--- src/rtl/vga_sync_rx.sv ---
// vga_sync_rx -- VGA timing receiver.
// Synchronizes asynchronous hsync/vsync/colour inputs. Measures line length,
// hsync width and frame height, then locks onto the incoming timing. Once
// locked it emits active-area pixel coordinates and colour.
//
// Ports:
//   clk, reset            system clock; asynchronous active-low reset
//   pix_en                one-cycle strobe per pixel period
//   vga_h_sync/vga_v_sync active-low syncs, asynchronous to clk
//   vga_R/G/B             colour bits, asynchronous to clk
//   locked                timing locked (state LOCKED)
//   h_total/v_total       measured pixels per line / lines per frame
//   h_sync_w              measured hsync width in pixels
//   pix_x/pix_y/pix_rgb   registered active-area column, row and colour
//   pix_valid             qualifies pix_x/pix_y/pix_rgb
//   frame_start           one-cycle pulse when a new frame begins
//   err                   one-cycle pulse on a timing fault
module vga_sync_rx #(
    parameter int unsigned H_ACT_START = 48,
    parameter int unsigned H_ACT_LEN   = 640,
    parameter int unsigned V_ACT_START = 2,
    parameter int unsigned V_ACT_LEN   = 480
) (
    input  logic       clk,
    input  logic       reset,
    input  logic       pix_en,
    input  logic       vga_h_sync,
    input  logic       vga_v_sync,
    input  logic       vga_R,
    input  logic       vga_G,
    input  logic       vga_B,
    output logic       locked,
    output logic [9:0] h_total,
    output logic [9:0] v_total,
    output logic [9:0] h_sync_w,
    output logic [9:0] pix_x,
    output logic [9:0] pix_y,
    output logic       pix_valid,
    output logic [2:0] pix_rgb,
    output logic       frame_start,
    output logic       err
);

    typedef enum logic [1:0] {SEARCH, MEASURE, LOCKED} state_t;

    localparam logic [10:0] HA_LO = 11'(H_ACT_START);
    localparam logic [10:0] HA_HI = 11'(H_ACT_START + H_ACT_LEN);
    localparam logic [10:0] VA_LO = 11'(V_ACT_START);
    localparam logic [10:0] VA_HI = 11'(V_ACT_START + V_ACT_LEN);
    localparam logic [9:0]  HCNT_PRE_SAT = 10'd1022;

    // synchronizer stages
    logic       hs_meta_q, hs_q, vs_meta_q, vs_q;
    logic [2:0] rgb_meta_q, rgb_q;

    // timing state
    logic       hs_prev_q, hs_prev_d, vs_prev_q, vs_prev_d;
    logic [9:0] hcnt_q, hcnt_d, vcnt_q, vcnt_d;
    logic       pend_q, pend_d;
    logic [9:0] hw_meas_q, hw_meas_d;
    state_t     state_q, state_d;
    logic       need_store_q, need_store_d;
    logic       mism_q, mism_d;
    logic       full_q, full_d;

    // output registers
    logic [9:0] h_total_q, h_total_d, v_total_q, v_total_d;
    logic [9:0] h_sync_w_q, h_sync_w_d;
    logic [9:0] pix_x_q, pix_x_d, pix_y_q, pix_y_d;
    logic       pix_valid_q, pix_valid_d;
    logic [2:0] pix_rgb_q, pix_rgb_d;
    logic       frame_q, frame_d, err_q, err_d;

    // combinational helpers
    logic        hs_fall, hs_rise, vs_fall, frame_evt, sat_hit, len_ok;
    logic [10:0] line_len, frame_len;

    // Syncs park at 1 (idle) during reset so a low level present at release
    // is seen as a falling edge.
    always_ff @(posedge clk or negedge reset) begin
        if (!reset) begin
            hs_meta_q  <= 1'b1;
            hs_q       <= 1'b1;
            vs_meta_q  <= 1'b1;
            vs_q       <= 1'b1;
            rgb_meta_q <= '0;
            rgb_q      <= '0;
        end else begin
            hs_meta_q  <= vga_h_sync;
            hs_q       <= hs_meta_q;
            vs_meta_q  <= vga_v_sync;
            vs_q       <= vs_meta_q;
            rgb_meta_q <= {vga_R, vga_G, vga_B};
            rgb_q      <= rgb_meta_q;
        end
    end

    always_comb begin
        hs_fall   = pix_en & hs_prev_q & ~hs_q;
        hs_rise   = pix_en & ~hs_prev_q & hs_q;
        vs_fall   = pix_en & vs_prev_q & ~vs_q;
        frame_evt = hs_fall & pend_q;
        line_len  = {1'b0, hcnt_q} + 11'd1;
        frame_len = {1'b0, vcnt_q} + 11'd1;
        len_ok    = (line_len == {1'b0, h_total_q});
        sat_hit   = pix_en & ~hs_fall & (hcnt_q == HCNT_PRE_SAT);

        hs_prev_d = pix_en ? hs_q : hs_prev_q;
        vs_prev_d = pix_en ? vs_q : vs_prev_q;

        hcnt_d = hcnt_q;
        if (hs_fall) begin
            hcnt_d = '0;
        end else if (pix_en && (hcnt_q != '1)) begin
            hcnt_d = hcnt_q + 10'd1;
        end

        vcnt_d = vcnt_q;
        if (frame_evt) begin
            vcnt_d = '0;
        end else if (hs_fall && (vcnt_q != '1)) begin
            vcnt_d = vcnt_q + 10'd1;
        end

        // A vsync coinciding with the frame-starting hsync re-arms the flag,
        // so the next frame begins at the following hsync.
        pend_d = pend_q;
        if (frame_evt) begin
            pend_d = 1'b0;
        end
        if (vs_fall) begin
            pend_d = 1'b1;
        end

        // width = number of low samples, including the falling-edge sample
        hw_meas_d = hs_rise ? hcnt_d : hw_meas_q;

        state_d      = state_q;
        need_store_d = need_store_q;
        mism_d       = mism_q;
        full_d       = full_q;
        h_total_d    = h_total_q;
        h_sync_w_d   = h_sync_w_q;
        v_total_d    = v_total_q;
        err_d        = 1'b0;

        case (state_q)
            SEARCH: begin
                if (frame_evt) begin
                    state_d      = MEASURE;
                    need_store_d = 1'b1;
                    mism_d       = 1'b0;
                    full_d       = 1'b1;
                end
            end
            MEASURE: begin
                // full_q: measurement began at a frame start, so vcnt covers a
                // whole frame; entry from a mid-frame fault needs one more frame.
                if (frame_evt) begin
                    if (full_q && !need_store_q && !mism_q && len_ok && !frame_len[10]) begin
                        state_d   = LOCKED;
                        v_total_d = frame_len[9:0];
                    end else begin
                        need_store_d = 1'b1;
                        mism_d       = 1'b0;
                        full_d       = 1'b1;
                    end
                end else if (hs_fall) begin
                    if (need_store_q) begin
                        h_total_d    = line_len[9:0];
                        h_sync_w_d   = hw_meas_q;
                        need_store_d = 1'b0;
                        mism_d       = 1'b0;
                    end else if (!len_ok) begin
                        mism_d = 1'b1;
                    end
                end
            end
            LOCKED: begin
                if (hs_fall) begin
                    if (!len_ok || (frame_evt && (frame_len != {1'b0, v_total_q}))) begin
                        err_d        = 1'b1;
                        state_d      = MEASURE;
                        need_store_d = 1'b1;
                        mism_d       = 1'b0;
                        full_d       = frame_evt;
                    end
                end
            end
            default: state_d = SEARCH;
        endcase

        // runaway line: fires once, on the step into saturation
        if (sat_hit) begin
            err_d   = 1'b1;
            state_d = SEARCH;
        end

        frame_d = frame_evt;

        pix_valid_d = pix_en && (state_d == LOCKED)
                   && ({1'b0, hcnt_d} >= HA_LO) && ({1'b0, hcnt_d} < HA_HI)
                   && ({1'b0, vcnt_d} >= VA_LO) && ({1'b0, vcnt_d} < VA_HI);
        pix_x_d   = pix_valid_d ? (hcnt_d - HA_LO[9:0]) : pix_x_q;
        pix_y_d   = pix_valid_d ? (vcnt_d - VA_LO[9:0]) : pix_y_q;
        pix_rgb_d = pix_valid_d ? rgb_q : pix_rgb_q;
    end

    always_ff @(posedge clk or negedge reset) begin
        if (!reset) begin
            hs_prev_q    <= 1'b1;
            vs_prev_q    <= 1'b1;
            hcnt_q       <= '0;
            vcnt_q       <= '0;
            pend_q       <= 1'b0;
            hw_meas_q    <= '0;
            state_q      <= SEARCH;
            need_store_q <= 1'b0;
            mism_q       <= 1'b0;
            full_q       <= 1'b0;
            h_total_q    <= '0;
            v_total_q    <= '0;
            h_sync_w_q   <= '0;
            pix_x_q      <= '0;
            pix_y_q      <= '0;
            pix_valid_q  <= 1'b0;
            pix_rgb_q    <= '0;
            frame_q      <= 1'b0;
            err_q        <= 1'b0;
        end else begin
            hs_prev_q    <= hs_prev_d;
            vs_prev_q    <= vs_prev_d;
            hcnt_q       <= hcnt_d;
            vcnt_q       <= vcnt_d;
            pend_q       <= pend_d;
            hw_meas_q    <= hw_meas_d;
            state_q      <= state_d;
            need_store_q <= need_store_d;
            mism_q       <= mism_d;
            full_q       <= full_d;
            h_total_q    <= h_total_d;
            v_total_q    <= v_total_d;
            h_sync_w_q   <= h_sync_w_d;
            pix_x_q      <= pix_x_d;
            pix_y_q      <= pix_y_d;
            pix_valid_q  <= pix_valid_d;
            pix_rgb_q    <= pix_rgb_d;
            frame_q      <= frame_d;
            err_q        <= err_d;
        end
    end

    assign locked      = (state_q == LOCKED);
    assign h_total     = h_total_q;
    assign v_total     = v_total_q;
    assign h_sync_w    = h_sync_w_q;
    assign pix_x       = pix_x_q;
    assign pix_y       = pix_y_q;
    assign pix_valid   = pix_valid_q;
    assign pix_rgb     = pix_rgb_q;
    assign frame_start = frame_q;
    assign err         = err_q;

endmodule

--- config.mk ---
export PLATFORM = sky130hd
export DESIGN_NAME = vga_sync_rx
export DESIGN_NICKNAME = d
export VERILOG_FILES = /design/src/rtl/vga_sync_rx.sv
export SDC_FILE = /design/constraint.sdc
export NUM_CORES = 1
export LEC_CHECK = 0
export CAP_MARGIN = 20
export CORE_UTILIZATION = 35
export DETAILED_ROUTE_END_ITERATION = 16
export DONT_BUFFER_PORTS = 1
export HOLD_SLACK_MARGIN = 0.1
export SLEW_MARGIN = 20
export SYNTH_ARGS = -nofsm -noshare
export SYNTH_HDL_FRONTEND = slang
export SYNTH_SLANG_ARGS = --single-unit
--- constraint.sdc ---
create_clock -name clk -period 4.18 [get_ports clk]
set_input_delay 0.836 -clock clk [delete_from_list [all_inputs] [get_ports clk]]
set_output_delay 0.836 -clock clk [all_outputs]
set_load 0.02 [all_outputs]
==> flow_summary.ini <==
[clocking]
cts_root_buf = clkbuf_16
h-tree-depth = 3
numCtsBuffers = 9
cts_sinks = 104
cts_resized = 0
clk_pin_slew_ns = 0.07
postCtsSetupBuffers = 0
clockBufferDepth = 2
cts_tree = built
hold_buffers = 0
clk_latency_ns = 0.36

[yosys]
synth_warnings = 0
synthCells = 543
yosysTopAreaCell = dfrtp_1
synthTopCellsByArea = dfrtp_1 (44%), nand2_1 (5.4%), xnor2_1 (5.2%), mux2_4 (4.9%), o21ai_0 (3.3%)
netlist_area_sq_mm = 0.005565
synth_top_area_share_pct = 44.06
yosysUniqueCellTypes = 69
ys.flop_type = dfrtp_1
synth_edf_count = 0
avgSynthCellArea_sq_um = 10.25
ys_seq_elements = 104
yosysSeqAreaShare_pct = 46.90
syn-num-nets = 557
synthArstFlopShare_pct = 100.0

[power_and_ir_drop]
netSwitchingPower_uw = 815.8
seq_power_share_pct = 47.6
vdd_drop_max_v = 0.0002324
combinationalPowerShare_pct = 19.8
cellLeakagePower_uw = 0.002707
clkPwrFrac_pct = 32.6
power_density_mw_per_mm2 = 430.3
intPower_uw = 1791
swShare_pct = 31.30

[setup_path]
critPathMaxStageDelay_ns = 0.50
critical_path.top_delay_family = compound AO/OA/AOI/OAI gates
crit_chain = ha_4 -> nand3_2 -> o31a_1 -> nand2_1 -> xnor2_1 -> nand2_1 -> inv_1 -> ha_1 -> inv_1 -> o221ai_1 -> a21oi_1 -> nor2_1 -> a2111o_1 -> a211oi_4 -> buf_12 -> mux2_1
crit_fanout = 20
critPathLaunchType = flip-flop
slowest_stage = dfrtp_1
critPathArrivalTime_ns = 4.03
crit_type = reg2reg
path_buf_inv = 3
endpoint_kind = flip-flop
worst_ep_required_time_ns = 4.41

[finish]
area_growth_pct = 8.835
n_fill_cell = 1493
drive_above_1_share_pct = 15.49
postLayoutCoreUtil_pct = 39.41
multi_input_area_sq_mm = 0.002690
final-seq-area_sq_mm = 0.002610
stdcell_area_sq_mm = 0.006057
n_antenna_cell = 0
nets = 545

[floorplan]
initial_core_util_pct = 36.21
dieHeight_um = 128.1
fp.dieArea_sq_mm = 0.01641
boundaryPins = 65
core_area_sq_mm = 0.01537
die_x_um = 128.1
row_count = 45

[route]
vias = 3954
wl_per_cell_um = 17.89
viasPerCell = 5.293
first_iter_violations = 238
drc = 0
drtPass1Iterations = 5
antenna_left = 0
wl_mm = 13.37

[timing]
whs_ns = 0.1778
finalWorstSetupSlack_ns = 0.3839
max_freq_mhz = 263.4
slew_headroom_pct = 40.29
hold_viol = 0
fin_worst_skew_ns = 0.009860
tightestPinTransition_ns = 0.8957
finalCriticalPeriod_ns = 3.796
period_share_pct = 90.82
setup_viol = 0
drv_slew = 0
rsz0062_at_grt = no
finalSetupTns_ns = 0

[global_route]
grt_pass1_wl_mm = 21.69
first_global_vias = 3940
grt_usage_pct = 17.19
overflow = 0
grt_max_degree = 105
antenna_found_initial = 0

[placement]
dp_slack_ns = 0.2971
port_buffers = 0
dp_hpwl_mm = 9.508
dpl_cell_area_sq_mm = 0.005756
gp_congestion = 0.8709

[min_path]
hold_class = in2async

[flow_run]
drv_cap = 0

[outcome]
status = complete, no violations
-- cell usage in the layout (no fill, tap or decap), types with 4 or more instances in the layout --
cell type,instances
a21oi_1,11
nand3b_1,6
nor2_1,20
clkbuf_16,9
and2_1,4
o21ai_0,37
nand3_1,12
and3_1,12
nor3_1,11
inv_1,19
ha_1,5
nand2b_1,6
o31ai_1,5
dfrtp_1,98
a31oi_1,8
mux2_1,4
dfstp_2,6
xnor2_1,33
and4_1,4
xor2_1,16
mux2_4,18
nand4_1,7
a21o_1,4
mux2_2,15
buf_4,15
nand2_1,80
-- logic make-up after synthesis --
kind of cell,synth area share [%]
muxes,9.240
and+or+nand+nor,16.88
xor gates and xnor gates,8.813
AOI/OAI and AO/OA,11.83
DFF,46.90
buffers and inverters,4.991
adders and majority gates,1.349
-- routing by layer --
layer | global-route usage, % | vias to the layer above | share of wire, %
li1 | - | 1873 | -
met1 | 22.20 | 1953 | 44
met2 | 28.04 | 112 | 48
met3 | 4.508 | 16 | 6.1
met4 | 5.536 | 0 | 1.3
met5 | 0 | - | 0
-- final cells by class --
type,count,area share (%)
clock inverter,6,0.9915
timing repair buffer,16,2.190
inverter,19,1.177
multi-input combinational,381,44.41
clock buffer,10,3.780
tap,211,4.359
sequential,104,43.09
-- stage by stage --
step	power (uW)	std cells
after global routing	2735	747
after CTS	2620	747
after global placement	1749	731
after detailed placement	1766	731
after floorplan	1630	543
final	2606	747
-- power by group through the flow --
stage | sequential (uW) | clock (uW) | combinational (uW)
finish | 1240 | 849 | 516
global route | 1260 | 901 | 576
CTS | 1240 | 869 | 516
detailed placement | 1250 | 0 | 511
global placement | 1250 | 0 | 498
floorplan | 1200 | 0 | 427
-- path summary, 6_finish.rpt --
path	cells past startpoint	slack, ns	start	to
min	0	0.18	reset	v_total[8]
min reg2reg	0	0.35	rgb_meta_q[1]	rgb_q[1]
max reg2reg	16	0.38	hcnt_q[1]	pix_rgb[1]
min in group clk	0	0.35	rgb_meta_q[1]	rgb_q[1]
max in group asynchronous	0	3.77	reset	vs_meta_q
max	16	0.38	hcnt_q[1]	pix_rgb[1]
-- registers in the layout (all words and copies together) (netlist names), 10 cells and up --
| name | flops |
|---|---|
| pix_y | 10 |
| hcnt_q | 10 |
| h_sync_w | 10 |
| hw_meas_q | 10 |
| pix_x | 10 |
| vcnt_q | 10 |
| v_total | 10 |
| h_total | 10 |
-- cells in the mapped netlist (8+ instances only) --
cell type / number
clkbuf_1: 17
o21ai_0: 37
nor3_1: 11
buf_2: 12
nand3_1: 12
and3_1: 12
mux2_4: 18
xnor2_1: 33
inv_1: 19
a31oi_1: 8
nor2_1: 20
dfrtp_1: 98
mux2_2: 15
a21oi_1: 11
xor2_1: 16
nand2_1: 80
Power figures use the tool's default switching activity.
